[config.mk]
export PLATFORM = sky130hd
export DESIGN_NAME = fir_da_sequencer_flat
export DESIGN_NICKNAME = d
export VERILOG_FILES = /design/src/rtl/fir_da_sequencer_pkg.sv /design/src/rtl/fir_da_sequencer_if.sv /design/src/rtl/fir_da_sequencer_counter.sv /design/src/rtl/fir_da_sequencer.sv /design/src/flat_wrapper.sv
export SDC_FILE = /design/constraint.sdc
export NUM_CORES = 1
export LEC_CHECK = 0
export CAP_MARGIN = 20
export CORE_MARGIN = 2
export CORE_UTILIZATION = 50
export CTS_CLUSTER_DIAMETER = 120
export DETAILED_ROUTE_END_ITERATION = 6
export PLACE_DENSITY = 0.78
export SLEW_MARGIN = 0
export SYNTH_ARGS = -nofsm -noshare
export SYNTH_HDL_FRONTEND = slang
export SYNTH_SLANG_ARGS = --single-unit
[constraint.sdc]
create_clock -name clk3 -period 3.54 [get_ports clk3]
set_input_delay 0.708 -clock clk3 [delete_from_list [all_inputs] [get_ports clk3]]
set_output_delay 0.708 -clock clk3 [all_outputs]
set_load 0.1 [all_outputs]
[src/rtl/fir_da_sequencer_pkg.sv]
// Shared types, default parameters and timing helpers for the FIR DA sequencer.
// The latency function is the single source of truth for the sum_valid offset.
package fir_pkg;

  typedef enum logic [2:0] {
    ST_IDLE,
    ST_ISSUE,
    ST_WAIT,
    ST_LOAD,
    ST_SHIFT,
    ST_DRAIN,
    ST_DONE
  } fir_seq_state_t;

  localparam int DEF_DATA_WIDTH  = 16;
  localparam int DEF_FIFO_RD_LAT = 1;
  localparam int DEF_DA_LATENCY  = 2;
  localparam int DEF_CNT_WIDTH   = 16;

  // Offset from the pop strobe (cycle 0) to the first cycle with sum_valid high.
  function automatic int fir_sum_latency(input int data_width, input int fifo_rd_lat,
                                         input int da_latency);
    return fifo_rd_lat + 2 + data_width + da_latency;
  endfunction

  // Phase counter must hold DATA_WIDTH-1 as well as the largest legal wait/drain preload (6).
  function automatic int fir_cnt_bits(input int data_width);
    return $clog2((data_width > 8) ? data_width : 8);
  endfunction

endpackage

[src/rtl/fir_da_sequencer_if.sv]
// Handshake and strobe bundle between the DA sequencer and the FIFO / DA datapath.
// master = sequencer side, slave = datapath/consumer side.
interface fir_da_sequencer_if import fir_pkg::*; #(
  parameter int DATA_WIDTH = DEF_DATA_WIDTH,
  parameter int CNT_WIDTH  = DEF_CNT_WIDTH
) ();

  logic                          enable;
  logic                          fifo_empty;
  logic                          fifo_read;
  logic                          sreg_load;
  logic                          acc_clear;
  logic                          acc_en;
  logic                          msb_sub;
  logic [$clog2(DATA_WIDTH)-1:0] bit_idx;
  logic                          sum_valid;
  logic                          sum_ready;
  logic                          busy;
  logic [CNT_WIDTH-1:0]          sample_count;

  modport master (
    input  enable, fifo_empty, sum_ready,
    output fifo_read, sreg_load, acc_clear, acc_en, msb_sub, bit_idx,
           sum_valid, busy, sample_count
  );

  modport slave (
    output enable, fifo_empty, sum_ready,
    input  fifo_read, sreg_load, acc_clear, acc_en, msb_sub, bit_idx,
           sum_valid, busy, sample_count
  );

endinterface

[src/rtl/fir_da_sequencer_counter.sv]
// Loadable down-counter with terminal-count flag, shared by the WAIT, SHIFT and DRAIN phases.
// count_next is exported so the owner can register outputs that depend on the upcoming count.
module fir_seq_counter #(
  parameter int WIDTH = 4
) (
  input  logic             clk3,
  input  logic             areset_n,
  input  logic             load,
  input  logic [WIDTH-1:0] load_val,
  input  logic             dec,
  output logic [WIDTH-1:0] count_next,
  output logic             tc
);

  logic [WIDTH-1:0] count_reg;

  always_comb begin
    count_next = count_reg;
    if (load) begin
      count_next = load_val;
    end else if (dec && (count_reg != '0)) begin
      count_next = count_reg - WIDTH'(1);
    end
  end

  always_ff @(posedge clk3 or negedge areset_n) begin
    if (!areset_n) begin
      count_reg <= '0;
    end else begin
      count_reg <= count_next;
    end
  end

  assign tc = (count_reg == '0);

endmodule

[src/rtl/fir_da_sequencer.sv]
// FIFO-aware, back-pressurable scheduler for the bit-serial distributed-arithmetic FIR datapath.
// Every output is a register loaded from a decode of the next state.
module fir_da_sequencer import fir_pkg::*; #(
  parameter int DATA_WIDTH  = DEF_DATA_WIDTH,
  parameter int FIFO_RD_LAT = DEF_FIFO_RD_LAT,
  parameter int DA_LATENCY  = DEF_DA_LATENCY,
  parameter int CNT_WIDTH   = DEF_CNT_WIDTH
) (
  input logic                clk3,
  input logic                areset_n,
  fir_da_sequencer_if.master bus
);

  localparam int BIT_W = $clog2(DATA_WIDTH);
  localparam int CW    = fir_cnt_bits(DATA_WIDTH);

  localparam logic [CW-1:0] LAST_BIT   = CW'(DATA_WIDTH - 1);
  localparam logic [CW-1:0] WAIT_INIT  = CW'((FIFO_RD_LAT > 0) ? FIFO_RD_LAT - 1 : 0);
  localparam logic [CW-1:0] DRAIN_INIT = CW'((DA_LATENCY > 0) ? DA_LATENCY - 1 : 0);

  fir_seq_state_t state_reg;
  fir_seq_state_t state_next;

  logic          cnt_load;
  logic          cnt_dec;
  logic [CW-1:0] cnt_load_val;
  logic [CW-1:0] cnt_next;
  logic          cnt_tc;
  logic [CW-1:0] bit_pos_next;

  logic start_ok;
  logic handshake;

  logic                 fifo_read_reg;
  logic                 sreg_load_reg;
  logic                 acc_clear_reg;
  logic                 acc_en_reg;
  logic                 msb_sub_reg;
  logic [BIT_W-1:0]     bit_idx_reg;
  logic                 sum_valid_reg;
  logic                 busy_reg;
  logic [CNT_WIDTH-1:0] sample_count_reg;

  fir_seq_counter #(
    .WIDTH(CW)
  ) u_phase_cnt (
    .clk3      (clk3),
    .areset_n  (areset_n),
    .load      (cnt_load),
    .load_val  (cnt_load_val),
    .dec       (cnt_dec),
    .count_next(cnt_next),
    .tc        (cnt_tc)
  );

  // enable and fifo_empty only matter in IDLE and in the DONE handshake cycle.
  assign start_ok  = bus.enable && !bus.fifo_empty;
  assign handshake = (state_reg == ST_DONE) && bus.sum_ready;

  // The counter runs down during SHIFT, so the bit position is its distance from LAST_BIT.
  assign bit_pos_next = LAST_BIT - cnt_next;

  always_ff @(posedge clk3 or negedge areset_n) begin
    if (!areset_n) begin
      state_reg <= ST_IDLE;
    end else begin
      state_reg <= state_next;
    end
  end

  always_comb begin
    state_next   = state_reg;
    cnt_load     = 1'b0;
    cnt_load_val = '0;
    cnt_dec      = 1'b0;
    case (state_reg)
      ST_IDLE: begin
        if (start_ok) begin
          state_next = ST_ISSUE;
        end
      end
      ST_ISSUE: begin
        if (FIFO_RD_LAT > 0) begin
          state_next   = ST_WAIT;
          cnt_load     = 1'b1;
          cnt_load_val = WAIT_INIT;
        end else begin
          state_next = ST_LOAD;
        end
      end
      ST_WAIT: begin
        if (cnt_tc) begin
          state_next = ST_LOAD;
        end else begin
          cnt_dec = 1'b1;
        end
      end
      ST_LOAD: begin
        state_next   = ST_SHIFT;
        cnt_load     = 1'b1;
        cnt_load_val = LAST_BIT;
      end
      ST_SHIFT: begin
        if (cnt_tc) begin
          if (DA_LATENCY > 0) begin
            state_next   = ST_DRAIN;
            cnt_load     = 1'b1;
            cnt_load_val = DRAIN_INIT;
          end else begin
            state_next = ST_DONE;
          end
        end else begin
          cnt_dec = 1'b1;
        end
      end
      ST_DRAIN: begin
        if (cnt_tc) begin
          state_next = ST_DONE;
        end else begin
          cnt_dec = 1'b1;
        end
      end
      ST_DONE: begin
        if (bus.sum_ready) begin
          state_next = start_ok ? ST_ISSUE : ST_IDLE;
        end
      end
      default: begin
        state_next = ST_IDLE;
      end
    endcase
  end

  always_ff @(posedge clk3 or negedge areset_n) begin
    if (!areset_n) begin
      fifo_read_reg    <= 1'b0;
      sreg_load_reg    <= 1'b0;
      acc_clear_reg    <= 1'b0;
      acc_en_reg       <= 1'b0;
      msb_sub_reg      <= 1'b0;
      bit_idx_reg      <= '0;
      sum_valid_reg    <= 1'b0;
      busy_reg         <= 1'b0;
      sample_count_reg <= '0;
    end else begin
      fifo_read_reg <= (state_next == ST_ISSUE);
      sreg_load_reg <= (state_next == ST_LOAD);
      acc_clear_reg <= (state_next == ST_LOAD);
      acc_en_reg    <= (state_next == ST_SHIFT);
      msb_sub_reg   <= (state_next == ST_SHIFT) && (cnt_next == '0);
      bit_idx_reg   <= (state_next == ST_SHIFT) ? bit_pos_next[BIT_W-1:0] : '0;
      sum_valid_reg <= (state_next == ST_DONE);
      busy_reg      <= (state_next != ST_IDLE);
      if (handshake) begin
        sample_count_reg <= sample_count_reg + CNT_WIDTH'(1);
      end
    end
  end

  assign bus.fifo_read    = fifo_read_reg;
  assign bus.sreg_load    = sreg_load_reg;
  assign bus.acc_clear    = acc_clear_reg;
  assign bus.acc_en       = acc_en_reg;
  assign bus.msb_sub      = msb_sub_reg;
  assign bus.bit_idx      = bit_idx_reg;
  assign bus.sum_valid    = sum_valid_reg;
  assign bus.busy         = busy_reg;
  assign bus.sample_count = sample_count_reg;

endmodule

[src/flat_wrapper.sv]
// flat-port wrapper written by rule: the top's interface ports become plain ports
module fir_da_sequencer_flat import fir_pkg::*;
#(
  parameter int DATA_WIDTH  = DEF_DATA_WIDTH,
  parameter int FIFO_RD_LAT = DEF_FIFO_RD_LAT,
  parameter int DA_LATENCY  = DEF_DA_LATENCY,
  parameter int CNT_WIDTH   = DEF_CNT_WIDTH
)
  (clk3, areset_n, bus_enable, bus_fifo_empty, bus_sum_ready, bus_fifo_read, bus_sreg_load, bus_acc_clear, bus_acc_en, bus_msb_sub, bus_bit_idx, bus_sum_valid, bus_busy, bus_sample_count);
  fir_da_sequencer_if #(.DATA_WIDTH(DATA_WIDTH), .CNT_WIDTH(CNT_WIDTH)) bus_i ();
  input logic clk3;
  input logic areset_n;
  input wire logic [$bits(bus_i.enable)-1:0] bus_enable;
  input wire logic [$bits(bus_i.fifo_empty)-1:0] bus_fifo_empty;
  input wire logic [$bits(bus_i.sum_ready)-1:0] bus_sum_ready;
  output wire logic [$bits(bus_i.fifo_read)-1:0] bus_fifo_read;
  output wire logic [$bits(bus_i.sreg_load)-1:0] bus_sreg_load;
  output wire logic [$bits(bus_i.acc_clear)-1:0] bus_acc_clear;
  output wire logic [$bits(bus_i.acc_en)-1:0] bus_acc_en;
  output wire logic [$bits(bus_i.msb_sub)-1:0] bus_msb_sub;
  output wire logic [$bits(bus_i.bit_idx)-1:0] bus_bit_idx;
  output wire logic [$bits(bus_i.sum_valid)-1:0] bus_sum_valid;
  output wire logic [$bits(bus_i.busy)-1:0] bus_busy;
  output wire logic [$bits(bus_i.sample_count)-1:0] bus_sample_count;
  assign bus_i.enable = bus_enable;
  assign bus_i.fifo_empty = bus_fifo_empty;
  assign bus_i.sum_ready = bus_sum_ready;
  assign bus_fifo_read = bus_i.fifo_read;
  assign bus_sreg_load = bus_i.sreg_load;
  assign bus_acc_clear = bus_i.acc_clear;
  assign bus_acc_en = bus_i.acc_en;
  assign bus_msb_sub = bus_i.msb_sub;
  assign bus_bit_idx = bus_i.bit_idx;
  assign bus_sum_valid = bus_i.sum_valid;
  assign bus_busy = bus_i.busy;
  assign bus_sample_count = bus_i.sample_count;
  fir_da_sequencer #(.DATA_WIDTH(DATA_WIDTH), .FIFO_RD_LAT(FIFO_RD_LAT), .DA_LATENCY(DA_LATENCY), .CNT_WIDTH(CNT_WIDTH)) u_core (.clk3(clk3), .areset_n(areset_n), .bus(bus_i));
endmodule
# Yosys cells after proc, flatten, opt, wreduce, memory -nomap -nowiden
# Cells that the tools add are included.
# classes
add_sub_neg	3
n_eq_ne	10
muxes	16
reduce_logical	12
# op_table
operator	count
case mux 3 bit (7 select lines)	1
adder 16 x 1 -> 16 bit (second input constant)	1
== test 3 bit (second input constant)	5
2-to-1 mux 3 bit	5
2-to-1 mux 4 bit	3
== test 3 x 2 -> 1 bit (second input constant)	3
zero test 4 bit	2
case mux 4 bit (2 select lines)	1
== test 3 x 1 -> 1 bit (second input constant)	2
2-to-1 mux 1 bit	5
logical AND 1 bit	4
nonzero test 4 bit	1
subtractor 4 x 1 -> 4 bit (second input constant)	1
subtractor 4 bit (first input constant)	1
zero test 3 bit	1
nonzero test 3 bit	1
OR reduction 3 bit	1
case mux 1 bit (2 select lines)	1
OR reduction 2 bit	1
zero test 1 bit	1
# totals
ff_bits	33
input_bits	5
output_inout_bits	27

# Depth between registers and ports, before layout
# depth
word_depth	8
ltp_mapped	7
depth_no_buf	6

# Cells and area by module
# Synthesis repeated with hierarchy kept, for this count alone.
# unflattened
cells_unflattened	149
area_unflattened_um2	1574.0
# modules_own_cells
mod	n_inst	cells_per_inst	area_each_um2	seq_area_each_um2
fir_da_sequencer	1	122	1310.0	725.7
fir_seq_counter	1	27	264.0	100.1

# Least setup slack after synthesis
# OpenSTA, ideal clock, no wires.
# synth_timing
kind	reg-to-output
start	register u_core.sreg_load_reg (netlist: u_core.bus.sreg_load)
end	output port bus_sreg_load
t_arrival_ps	1324
required_time_ps	2832
slack_ps	1508
stages_incl_launch_ff	2
path_buffers	1
cell_sequence	dfrtp_1 buf_4
# synth_rtl
element	line	text
start: declaration	fir_da_sequencer.sv:35	logic sreg_load_reg;
start signal: assignment	fir_da_sequencer.sv:147	sreg_load_reg <= (state_next == ST_LOAD);
end: declaration	flat_wrapper.sv:17	output wire logic [$bits(bus_i.sreg_load)-1:0] bus_sreg_load;
# No word-level cell between the ends.

# Final worst setup path
# layout_timing
start	register u_core.sample_count_reg[5] (netlist: u_core.bus.sample_count[5])
end	output port bus_sample_count[5]
# layout_rtl
element	line	text
start: declaration	fir_da_sequencer.sv:42	logic [CNT_WIDTH-1:0] sample_count_reg;
start signal: assignment	fir_da_sequencer.sv:155	sample_count_reg <= sample_count_reg + CNT_WIDTH'(1);
end: declaration	flat_wrapper.sv:24	output wire logic [$bits(bus_i.sample_count)-1:0] bus_sample_count;
# No word-level cell between the ends.

==> flow_summary.yaml <==
clock_tree:
  clkSlewWorstSetupHoldPaths_ps: 90
  cts_buffers: 5
  clock_path_buffers: 2
  post_cts_buffers: 0
  ctsHoldBuffers: 0
  ctsRootBufferMaster: "clkbuf_4"
  cts_resized: 0
  ctsHtreeMaxLevel: 2
  cts.sinks: 33
  cts_tree: "done"
  clk_latency_ps: 340
floorplanning:
  fp-row-count: 20
  coreArea_mm2: 0.00305
  ios: 32
  die_w_um: 60.9
  die_area_mm2: 0.00370
  die_y_um: 60.9
  start_util_pct: 53.0
yosys:
  synth.net_count: 165
  yosys_warnings: 0
  synthCells: 158
  ys_ff_latch: 33
  netlist_area_mm2: 0.00162
  seq_area_frac_synth_pct: 51.1
  syn_avg_cell_area_um2: 10.2
  synth.distinct_cells: 42
status:
  status: "finished clean"
global_route:
  grt_util_all_layers_pct: 20.6
  grt_pass1_vias: 1167
  overflow: 0
  grt_pass1_wl_um: 5440
  antenna_found_initial: 0
  grt_max_degree: 34
finish:
  final-instance-count-excl-fill: 235
  drive_gt1_share_pct: 8.38
  nets: 197
  multiInputGateArea_um2: 713
  fillers: 247
  insertedDiodeCount: 0
  largest_reg_flops: 16
  area_growth_pct: 25.9
  final-seq-area_um2: 826
hold_path:
  hold_path_class: "flip-flop to flip-flop"
timing:
  period_share_pct: 75.1
  tns_ps: 0
  finalHoldViolations: 0
  tightest_slew_ps: 978
  slew_viol_final: 0
  setup_viol: 0
  max-slew-margin-rel_pct: 34.6
  min_period_ps: 2660
  fmax_mhz: 376
  rsz0062_at_grt: "no"
  finClkSkew_ps: 8.98
critical_path:
  crit_required_ps: 2830
  cp_num_buf_inv: 1
  crit_arrival_ps: 1950
  slowest_delay_ps: 1170
  start_kind: "flip-flop"
  critPathTopFamily: "buffers and inverters"
  endpoint_kind: "primary output"
  cp_max_fo: 6
  cp_slowest_cell: "clkdlybuf4s50_1"
  path_class: "flip-flop to primary output"
  crit_chain: "clkdlybuf4s50_1"
routing:
  first_pass_iters: 4
  wirelength_um: 3260
  ant_nets: 0
  drcViolationCount: 0
  route.vias.total: 1300
  via_per_inst: 5.53
  drt_iter0_drc: 89
  post_drt_wl_per_cell_um: 13.9
power_and_ir_drop:
  leakagePower_nw: 0.916
  pwr_density_cell_mw_per_mm2: 917
  vdd_drop_max_mv: 0.455
placement:
  place_inst: 227
  gp_congestion: 0.870
  io_buffer_count: 31
  dpl.hpwl_um: 2360
run:
  cap_violations: 0
Yosys cell counts:
cell type / count / area (µm²)
dfrtp_1: 33 / 826
nor2_1: 15 / 56.3
nand2_1: 13 / 48.8
inv_1: 10 / 37.5
xnor2_1: 9 / 78.8
nand3_1: 8 / 40.0
xor2_1: 7 / 61.3
o21ai_0: 6 / 30.0
nor3_1: 4 / 20.0
a21oi_1: 3 / 15.0
and4_1: 3 / 26.3
clkbuf_1: 3 / 11.3
nor2b_1: 3 / 18.8
o211ai_1: 3 / 22.5
a22o_1: 2 / 17.5
a22oi_1: 2 / 15.0
and2_1: 2 / 12.5
and3_1: 2 / 12.5
buf_2: 2 / 10.0
ha_1: 2 / 25.0
nand2b_1: 2 / 12.5
nand4_1: 2 / 12.5
o221ai_1: 2 / 17.5
or3_1: 2 / 12.5
a2111oi_4: 1 / 27.5
a221o_2: 1 / 11.3
a31o_2: 1 / 8.76
a31oi_1: 1 / 6.26
and3_2: 1 / 7.51
and3_4: 1 / 11.3
and3b_2: 1 / 10.0
and4b_1: 1 / 10.0
buf_4: 1 / 7.51
buf_6: 1 / 11.3
mux2_2: 1 / 11.3
nor3b_1: 1 / 7.51
nor4_1: 1 / 6.26
o2111ai_1: 1 / 8.76
o2bb2ai_1: 1 / 8.76
o31ai_1: 1 / 7.51
or2_2: 1 / 6.26
or3b_1: 1 / 8.76
layout by cell type, fill, tap and decap left out, types with 3 or more instances in the layout:
cell type / netlist / final
o211ai_1: 3 / 3
o21ai_0: 6 / 6
nor2_1: 15 / 15
nand2_1: 13 / 13
nand3_1: 8 / 8
inv_1: 10 / 10
nor3_1: 4 / 4
nor2b_1: 3 / 3
clkbuf_4: 0 / 5
dfrtp_1: 33 / 33
clkdlybuf4s50_1: 0 / 31
and4_1: 3 / 3
a21oi_1: 3 / 3
xnor2_1: 9 / 9
xor2_1: 7 / 7
kinds of logic after synthesis:
logic type               Yosys count  synth area share [%]
AO/OA/AOI/OAI                     25                  12.2
buffers and inverters             17                  4.80
adder cells (fa/ha/maj)            2                  1.55
XOR/XNOR                          16                  8.67
flip-flops                        33                  51.1
AND/OR/NAND/NOR                   64                  21.1
multiplexers                       1                 0.697
per-layer routing:
metal	GRT usage, %	vias to the layer above	share of wire [%]
met1	26.3	633	42
met5	0	-	0
li1	-	608	-
met4	8.39	0	1.8
met2	33.5	52	50
met3	5.12	7	6.2
layout make-up:
type                            count  area share [%]
Clock buffer                        7            2.71
Clock inverter                      1            1.48
Inverter                           10            1.85
Multi-Input combinational cell    108            35.1
Sequential cell                    33            40.6
Tap cell                           44            2.71
Timing Repair Buffer               32            15.6
stage by stage:
step / setup WS [ps] / hold WS (ps) / instance area, µm² / util [%] / total power [mW]
finish: 883 / 488 / 2030 / 66.6 / 1.87
detailed placement: 1100 / 475 / 1950 / 63.9 / 1.58
global route: 811 / 503 / 2030 / 66.6 / 1.97
CTS: 863 / 493 / 2030 / 66.6 / 1.87
floorplan: 1510 / 412 / 1620 / - / 1.33
global placement: 1190 / 471 / 1950 / 63.9 / 1.54
where the power goes:
group / switching, mW / internal (mW)
logic: 0.684 / 0.294
registers: 0.129 / 0.467
clock network: 0.122 / 0.169
total: 0.936 / 0.930
path summary, 6_finish.rpt:
| kind | startpoint | to | slack (ps) | cells past startpoint |
|---|---|---|---|---|
| setup / recovery | u_core.bus.sample_count[5] | bus_sample_count[5] | 880 | 1 |
| hold / removal | u_core.bus.sample_count[15] | u_core.bus.sample_count[15] | 490 | 1 |
| setup reg to reg | u_core.u_phase_cnt.count_reg[0] | u_core.bus.msb_sub | 1260 | 6 |
| hold reg to reg | u_core.bus.sample_count[15] | u_core.bus.sample_count[15] | 490 | 1 |
| max in group asynchronous | areset_n | u_core.bus.bit_idx[3] | 2480 | 2 |
| min in group asynchronous | areset_n | u_core.bus.busy | 770 | 2 |
No activity file was read; power rests on OpenSTA's default activity.
